**src/rtl/raster_scan_counter.sv**
```systemverilog
// raster_scan_counter
//   Raster (col,row) position generator with a valid/ready handshake. Walks a
//   cols x rows frame one coordinate per accepted beat, flags line and frame
//   boundaries, and runs either one frame or continuously until abort.
//
// Ports
//   clk         clock, all state changes on the rising edge
//   rst         asynchronous active-low reset
//   start       begin a scan (honoured only when idle)
//   abort       synchronous stop, back to idle from any state
//   continuous  sampled with start: 1 = wrap frames, 0 = single frame
//   cfg_cols    frame width, sampled with start (0 or > MAX_COLS -> MAX_COLS)
//   cfg_rows    frame height, sampled with start (0 or > MAX_ROWS -> MAX_ROWS)
//   ready       downstream accepts the current coordinate
//   valid       col/row are meaningful
//   col, row    current coordinate
//   sol, eol    start / end of line (combinational, qualified by valid)
//   sof, eof    first / last pixel of frame (combinational, qualified by valid)
//   busy        not idle
//   done        one-cycle pulse after the last pixel of a single-mode frame
//   frame_cnt   frames completed since reset (wraps)

module raster_scan_counter #(
  parameter int unsigned MAX_COLS = 640,
  parameter int unsigned MAX_ROWS = 640,
  parameter int unsigned COL_W    = 10,
  parameter int unsigned ROW_W    = 10,
  parameter int unsigned FRAME_W  = 16
) (
  input  logic               clk,
  input  logic               rst,
  input  logic               start,
  input  logic               abort,
  input  logic               continuous,
  input  logic [COL_W-1:0]   cfg_cols,
  input  logic [ROW_W-1:0]   cfg_rows,
  input  logic               ready,
  output logic               valid,
  output logic [COL_W-1:0]   col,
  output logic [ROW_W-1:0]   row,
  output logic               sol,
  output logic               eol,
  output logic               sof,
  output logic               eof,
  output logic               busy,
  output logic               done,
  output logic [FRAME_W-1:0] frame_cnt
);

  // Frame extents are stored as last index (size - 1) so MAX fits in COL_W/ROW_W.
  localparam logic [COL_W-1:0] MAX_COL_IDX = COL_W'(MAX_COLS - 1);
  localparam logic [ROW_W-1:0] MAX_ROW_IDX = ROW_W'(MAX_ROWS - 1);

  typedef enum logic [1:0] {
    ST_IDLE = 2'd0,
    ST_SCAN = 2'd1,
    ST_DONE = 2'd2
  } state_t;

  state_t             state_q, state_d;
  logic               valid_d;
  logic [COL_W-1:0]   col_d;
  logic [ROW_W-1:0]   row_d;
  logic               busy_d;
  logic               done_d;
  logic [FRAME_W-1:0] frame_cnt_d;
  logic [COL_W-1:0]   last_col_q, last_col_d;
  logic [ROW_W-1:0]   last_row_q, last_row_d;
  logic               cont_q, cont_d;

  logic [COL_W-1:0]   cfg_last_col;
  logic [ROW_W-1:0]   cfg_last_row;
  logic               accept;
  logic               at_last_col;
  logic               at_last_row;

  // Sanitise requested size: 0 or oversize selects the maximum frame.
  always_comb begin
    cfg_last_col = MAX_COL_IDX;
    cfg_last_row = MAX_ROW_IDX;
    if ((cfg_cols != '0) && (32'(cfg_cols) <= MAX_COLS)) begin
      cfg_last_col = cfg_cols - COL_W'(1);
    end
    if ((cfg_rows != '0) && (32'(cfg_rows) <= MAX_ROWS)) begin
      cfg_last_row = cfg_rows - ROW_W'(1);
    end
  end

  assign accept      = valid && ready;
  assign at_last_col = (col == last_col_q);
  assign at_last_row = (row == last_row_q);

  // Boundary flags decoded from registered position.
  assign sol = valid && (col == '0);
  assign eol = valid && at_last_col;
  assign sof = valid && (col == '0) && (row == '0);
  assign eof = valid && at_last_col && at_last_row;

  // State and output registers.
  always_ff @(posedge clk or negedge rst) begin
    if (!rst) begin
      state_q    <= ST_IDLE;
      valid      <= 1'b0;
      col        <= '0;
      row        <= '0;
      busy       <= 1'b0;
      done       <= 1'b0;
      frame_cnt  <= '0;
      last_col_q <= MAX_COL_IDX;
      last_row_q <= MAX_ROW_IDX;
      cont_q     <= 1'b0;
    end else begin
      state_q    <= state_d;
      valid      <= valid_d;
      col        <= col_d;
      row        <= row_d;
      busy       <= busy_d;
      done       <= done_d;
      frame_cnt  <= frame_cnt_d;
      last_col_q <= last_col_d;
      last_row_q <= last_row_d;
      cont_q     <= cont_d;
    end
  end

  // Next-state and next-output logic; abort overrides everything.
  always_comb begin
    state_d     = state_q;
    valid_d     = valid;
    col_d       = col;
    row_d       = row;
    busy_d      = busy;
    done_d      = 1'b0;
    frame_cnt_d = frame_cnt;
    last_col_d  = last_col_q;
    last_row_d  = last_row_q;
    cont_d      = cont_q;

    if (abort) begin
      // Position is left where it was; no frame credit, no done pulse.
      state_d = ST_IDLE;
      valid_d = 1'b0;
      busy_d  = 1'b0;
    end else begin
      case (state_q)
        ST_IDLE: begin
          if (start) begin
            last_col_d = cfg_last_col;
            last_row_d = cfg_last_row;
            cont_d     = continuous;
            col_d      = '0;
            row_d      = '0;
            state_d    = ST_SCAN;
            valid_d    = 1'b1;
            busy_d     = 1'b1;
          end
        end
        ST_SCAN: begin
          if (accept) begin
            if (at_last_col) begin
              col_d = '0;
              if (at_last_row) begin
                row_d       = '0;
                frame_cnt_d = frame_cnt + FRAME_W'(1);
                if (!cont_q) begin
                  state_d = ST_DONE;
                  valid_d = 1'b0;
                  done_d  = 1'b1;
                end
              end else begin
                row_d = row + ROW_W'(1);
              end
            end else begin
              col_d = col + COL_W'(1);
            end
          end
        end
        ST_DONE: begin
          state_d = ST_IDLE;
          busy_d  = 1'b0;
        end
        default: begin
          state_d = ST_IDLE;
          valid_d = 1'b0;
          busy_d  = 1'b0;
        end
      endcase
    end
  end

endmodule
```
**config.mk**
```make
export PLATFORM = sky130hd
export DESIGN_NAME = raster_scan_counter
export DESIGN_NICKNAME = d
export VERILOG_FILES = /design/src/rtl/raster_scan_counter.sv
export SDC_FILE = /design/constraint.sdc
export NUM_CORES = 1
export LEC_CHECK = 0
export ABC_AREA = 1
export CORE_AREA = 3 3 110 102
export CTS_BUF_LIST = sky130_fd_sc_hd__clkbuf_8
export DETAILED_ROUTE_END_ITERATION = 10
export DIE_AREA = 0 0 113 105
export SYNTH_ARGS = -nofsm -noshare
export SYNTH_HDL_FRONTEND = slang
export SYNTH_SLANG_ARGS = --single-unit
```
**constraint.sdc**
```tcl
create_clock -name clk -period 5.1 [get_ports clk]
set_input_delay 1.53 -clock clk [delete_from_list [all_inputs] [get_ports clk]]
set_output_delay 1.53 -clock clk [all_outputs]
set_load 0.005 [all_outputs]
```
==> results.txt, run 1 <==
Final nets -> 662
Max Freq -> 256 MHz
Crit path DAT -> 2.38 ns
Synth Cell Area -> 0.00404 sq mm
Clock power share -> 0.277
Core Region -> 0.0102 sq mm
Worst Setup End Kind -> output pin
Fin cells -> 761
Seq/Total Area, Yosys -> 0.389
P_leak -> 0.00246 uW
Crit-path max FO -> 5
Dominant cell type by area after synthesis -> dfrtp_1
Via count -> 3663
Avg WL per Cell -> 12.8 um
Number of fill cells in the layout -> 1035
Routed vias/inst -> 4.81
PortBufs -> 68
Maximum clock path buffer count -> 2
Detailed Route Iter0 Violations -> 140
H-tree levels -> 3
RSZ-0062 raised after global routing -> false
DP Wirelength -> 7390 um
DRC -> 0
YS warnings -> 0
CTS resizes -> 0
Final min period -> 3.91 ns
Chip Height -> 105 um
Critical path class -> flip-flop to output pin
Pwr per Cell Area -> 375 mW/mm^2
Hold-fix buffers, CTS -> 0
Num Clock Sinks -> 62
First-pass GRT wire length -> 16700 um
ANT nets after route -> 0
Die W -> 113 um
DR pass1 iterations -> 5
Clock slew at reported path FFs -> 0.07 ns
Initial Util -> 0.398
CTS tree -> done
Pint -> 1220 uW
Worst Skew -> 0.0124 ns
Final Max Slew Viols -> 0
Commonest non-fill, non-tap cells in the layout -> 169 x nand2_1, 81 x inv_1, 67 x clkdlybuf4s50_1
Max-cap violations -> 0
Clk Latency, worst-skew pair -> 0.34 ns
Final worst-path cycle share -> 0.767
Required @ worst endpoint -> 3.57 ns
Worst hold path class -> flip-flop to flip-flop
Max VDD drop -> 0.176 mV
Status -> finished clean
Post-synth top area share -> 0.285
Cell count after synthesis -> 555
Switching share of power -> 0.357
Routed wire length -> 9730 um
IO Pins -> 69
Setup TNS -> 0 ns
Overall Global Routing Usage -> 0.171
Synthesized Nets -> 590
Inst Count DP -> 745
Root buffer cell -> clkbuf_8
Sequential share of power -> 0.401
Layout cells sized above 1 -> 0.0965
Setup bufs post-CTS -> 0
Comb power frac -> 0.321
Area of the multi-input gates -> 0.00207 sq mm
Fin. Hold Viols -> 0
Slew margin rel. -> 0.455
Vias in the first global route -> 3505
Sequential Area -> 0.00157 sq mm
GPL Wtd Cong -> 0.939
Area grow syn2layout -> 25.4%
Antenna diodes -> 0
Mapped Avg Cell Area -> 7.28 sq um
#FFs+latches synth -> 62
Startpoint types -> flip-flop
Commonest non-fill, non-tap cell in the layout -> nand2_1
NetSw -> 678 uW
CTS Buf Count -> 9
Total grt overflow -> 0
Count of cell types in the netlist -> 39
Dominant cells by area after synthesis -> dfrtp_1 28%, nand2_1 16%, dfstp_2 10%
Core Rows -> 35
Die Area -> 0.0119 sq mm
Initial antenna violation count -> 0
Setup violators final -> 0
Worst-margin pin slew -> 0.818 ns
Pin count of the biggest net entering global routing -> 36
[stage by stage]
step	area, sq um	utilization	hold WS [ns]	power, uW	setup WS (ns)
3_5_place_dp	4830	0.475	0.477	1380	1.52
6_report	5070	0.499	0.484	1900	1.19
2_1_floorplan	4040	-	0.457	1150	2.33
4_1_cts	5070	0.499	0.487	1920	1.14
5_1_grt	5070	0.499	0.503	2040	1.03
3_3_place_gp	4830	0.475	0.476	1370	1.53
[layer usage]
metal | track usage | part of all wire
met1 | 0.238 | 0.49
met2 | 0.263 | 0.45
met3 | 0.0290 | 0.044
met4 | 0.0695 | 0.0098
met5 | 0 | 0
[critical path: stages, from the launching register on]
cell and delay, ns:
dfrtp_1 0.44, inv_1 0.11, ha_1 0.15, nand2_1 0.06, nor3_1 0.35, nor4b_1 0.35, clkdlybuf4s50_1 0.57
[power groups by stage]
stage | Sequential, uW | Clock [uW] | Combinational [uW]
2_1_floorplan | 733 | 0 | 420
3_5_place_dp | 769 | 0 | 614
4_1_cts | 762 | 536 | 617
5_1_grt | 780 | 564 | 698
6_report | 763 | 526 | 611
3_3_place_gp | 765 | 0 | 608
[synth_stat cells]
cell,n
nor2_8,1
dfstp_2,16
a31oi_1,1
nand3b_1,1
o31ai_1,2
o21ai_2,1
nor2_1,50
nor3_1,13
nor4b_1,1
o22ai_1,12
nor2_2,5
o21ai_1,1
nand2_2,1
nor4_1,1
nand4_1,28
inv_2,9
inv_1,80
and2_1,1
nand3_2,3
a21oi_1,9
o211ai_1,1
clkbuf_1,3
buf_6,3
nand2_4,2
ha_1,9
xnor2_1,8
nand3_1,26
nand3_4,2
o22a_1,3
nor2_4,1
o21ai_0,13
nor3_2,1
buf_2,2
or2_2,1
nand2_1,169
a22oi_1,2
xor2_1,26
buf_4,1
dfrtp_1,46
[cell families after synthesis]
kind of cell             share of synthesized area
adder cells (fa/ha/maj)                     0.0279
buffers and inverters                       0.0981
AND/OR/NAND/NOR                              0.345
XOR/XNOR                                    0.0737
flip-flops                                   0.389
AO/OA/AOI/OAI                               0.0666
[worst paths after layout]
check	start	to	slack, ns	depth (start not counted)
hold / removal	last_col_q[6]$_DFFE_PN1P_	last_col_q[6]$_DFFE_PN1P_	0.48	2
max in group asynchronous	rst	last_row_q[4]$_DFFE_PN1P_	2.90	2
hold reg to reg	last_col_q[6]$_DFFE_PN1P_	last_col_q[6]$_DFFE_PN1P_	0.48	2
setup / recovery	col[1]$_DFFE_PN0P_	sof	1.19	6
min in group asynchronous	rst	frame_cnt[14]$_DFFE_PN0P_	1.28	1
setup reg to reg	state_q[1]$_DFFE_PN0P_	col[9]$_DFFE_PN0P_	3.11	8
[registers in the layout (all words and copies together) (netlist names)]
name / flops
busy: 1
last_col_q: 10
row: 10
cont_q: 1
frame_cnt: 16
state_q: 2
valid: 1
last_row_q: 10
done: 1
col: 10
[cell type report]
type,instances,share of cell area
well taps,129,0.0318
clock inverters,7,0.0225
clock buffers,9,0.0244
repair buffers,70,0.136
flip-flops and latches,62,0.310
inverters,89,0.0659
multi-input cells,395,0.409
Power figures use the tool's default switching activity.
==> run 2, diff against run 1 <==
==> constraint.sdc (replaced) <==
create_clock -name clk -period 3.6 [get_ports clk]
set_input_delay 1.08 -clock clk [delete_from_list [all_inputs] [get_ports clk]]
set_output_delay 1.08 -clock clk [all_outputs]
set_load 0.005 [all_outputs]
==> results.txt, run 2 (synthesized netlist as in run 1, its figures left out) <==
Status -> finished clean
Antenna diodes -> 0
DP Wirelength -> 7580 um
Max VDD drop -> 0.272 mV
Final min period -> 3.41 ns
Vias in the first global route -> 3556
Largest register FFs -> 16
Grt peak-use layer -> met2
Final Max Slew Viols -> 0
GPL Wtd Cong -> 0.907
Biggest register -> frame_cnt
Pin count of the biggest net entering global routing -> 42
Crit-path max FO -> 5
Core Rows -> 35
Post-route core utilization -> 0.500
DRC -> 0
Die W -> 113 um
Commonest non-fill, non-tap cells in the layout -> 169 x nand2_1, 82 x inv_1, 67 x clkdlybuf4s50_1
Num Clock Sinks -> 62
Commonest non-fill, non-tap cell in the layout -> nand2_1
Die Area -> 0.0119 sq mm
Worst Skew -> 0.0112 ns
RSZ-0062 raised after global routing -> false
Setup bufs post-CTS -> 0
Clk Latency, worst-skew pair -> 0.35 ns
Max Freq -> 293 MHz
Final nets -> 665
Setup violators final -> 0
Slew margin rel. -> 0.371
Met1 Use GR -> 0.242
Number of fill cells in the layout -> 1023
DR pass1 iterations -> 4
Max-cap violations -> 0
Met3 Usage GRT -> 0.0232
Met2 Resource Use GR -> 0.277
Worst Setup End Kind -> output pin
Initial Util -> 0.398
Setup TNS -> 0 ns
H-tree levels -> 3
Detailed Route Iter0 Violations -> 170
IO Pins -> 69
Root buffer cell -> clkbuf_8
Area grow syn2layout -> 25.6%
Avg WL per Cell -> 13.0 um
ANT nets after route -> 0
Routed vias/inst -> 4.85
Overall Global Routing Usage -> 0.174
CTS Buf Count -> 9
Crit path DAT -> 2.33 ns
Pwr per Cell Area -> 522 mW/mm^2
P_leak -> 0.00247 uW
Chip Height -> 105 um
Critical path class -> flip-flop to output pin
Worst hold path class -> flip-flop to flip-flop
Maximum clock path buffer count -> 2
Startpoint types -> flip-flop
PortBufs -> 68
CTS tree -> done
First-pass GRT wire length -> 17000 um
Worst-margin pin slew -> 0.944 ns
Total grt overflow -> 0
Routed wire length -> 9930 um
Required @ worst endpoint -> 2.52 ns
Core Region -> 0.0102 sq mm
Layout cells sized above 1 -> 0.101
Via count -> 3706
Initial antenna violation count -> 0
Fin. Hold Viols -> 0
Final worst-path cycle share -> 0.948
Clock slew at reported path FFs -> 0.07 ns
[run 2: worst paths after layout]
| path | from | to | slack (ns) | depth (start not counted) |
|---|---|---|---|---|
| max | col[1]$_DFFE_PN0P_ | sof | 0.19 | 6 |
| min | last_col_q[6]$_DFFE_PN1P_ | last_col_q[6]$_DFFE_PN1P_ | 0.49 | 2 |
| max reg2reg | state_q[1]$_DFFE_PN0P_ | col[9]$_DFFE_PN0P_ | 1.53 | 8 |
| min reg2reg | last_col_q[6]$_DFFE_PN1P_ | last_col_q[6]$_DFFE_PN1P_ | 0.49 | 2 |
| max in group asynchronous | rst | frame_cnt[1]$_DFFE_PN0P_ | 1.95 | 2 |
| min in group asynchronous | rst | done$_DFF_PN0_ | 0.88 | 1 |
[run 2: area by class of cell]
class / instances / area [sq um] / share of cell area
flip-flops and latches: 62 / 1570 / 0.310
repair buffers: 73 / 713 / 0.141
well taps: 129 / 161 / 0.0318
inverters: 89 / 334 / 0.0658
clock inverters: 6 / 77.6 / 0.0153
clock buffers: 10 / 138 / 0.0271
multi-input cells: 395 / 2080 / 0.410
[run 2: report_power, final]
group	total, uW	switching (uW)	internal [uW]
sequential	1070	158	913
combinational	896	521	375
clock	682	280	402
[run 2: timing repair]
item,4_1_cts,5_1_grt
hold buffers,0,0
endpoints found under the setup margin,0,1
gates resized for setup,0,1
[run 2: per-stage QoR]
step	cell area, sq um	setup WS, ns	cells	hold slack [ns]	total power, uW
6_report	5070	0.186	764	0.488	2650
5_1_grt	5070	0.0725	764	0.528	2840
3_3_place_gp	4850	0.483	748	0.477	1960
3_5_place_dp	4850	0.381	748	0.478	1980
4_1_cts	5070	0.0255	764	0.488	2670
2_1_floorplan	4040	1.28	555	0.457	1630
[run 2: routing by layer]
metal / part of all wire / wire [um]
met1: 0.50 / 4920
met2: 0.46 / 4610
met3: 0.036 / 353
met4: 0.0046 / 46
met5: 0 / 0
[run 2: worst max-delay path, cell delays in order (launching register included)]
cell	delay, ns
dfrtp_1	0.43
inv_1	0.12
ha_1	0.18
nand2_1	0.06
nor3_1	0.34
nor4b_2	0.31
clkdlybuf4s50_1	0.55
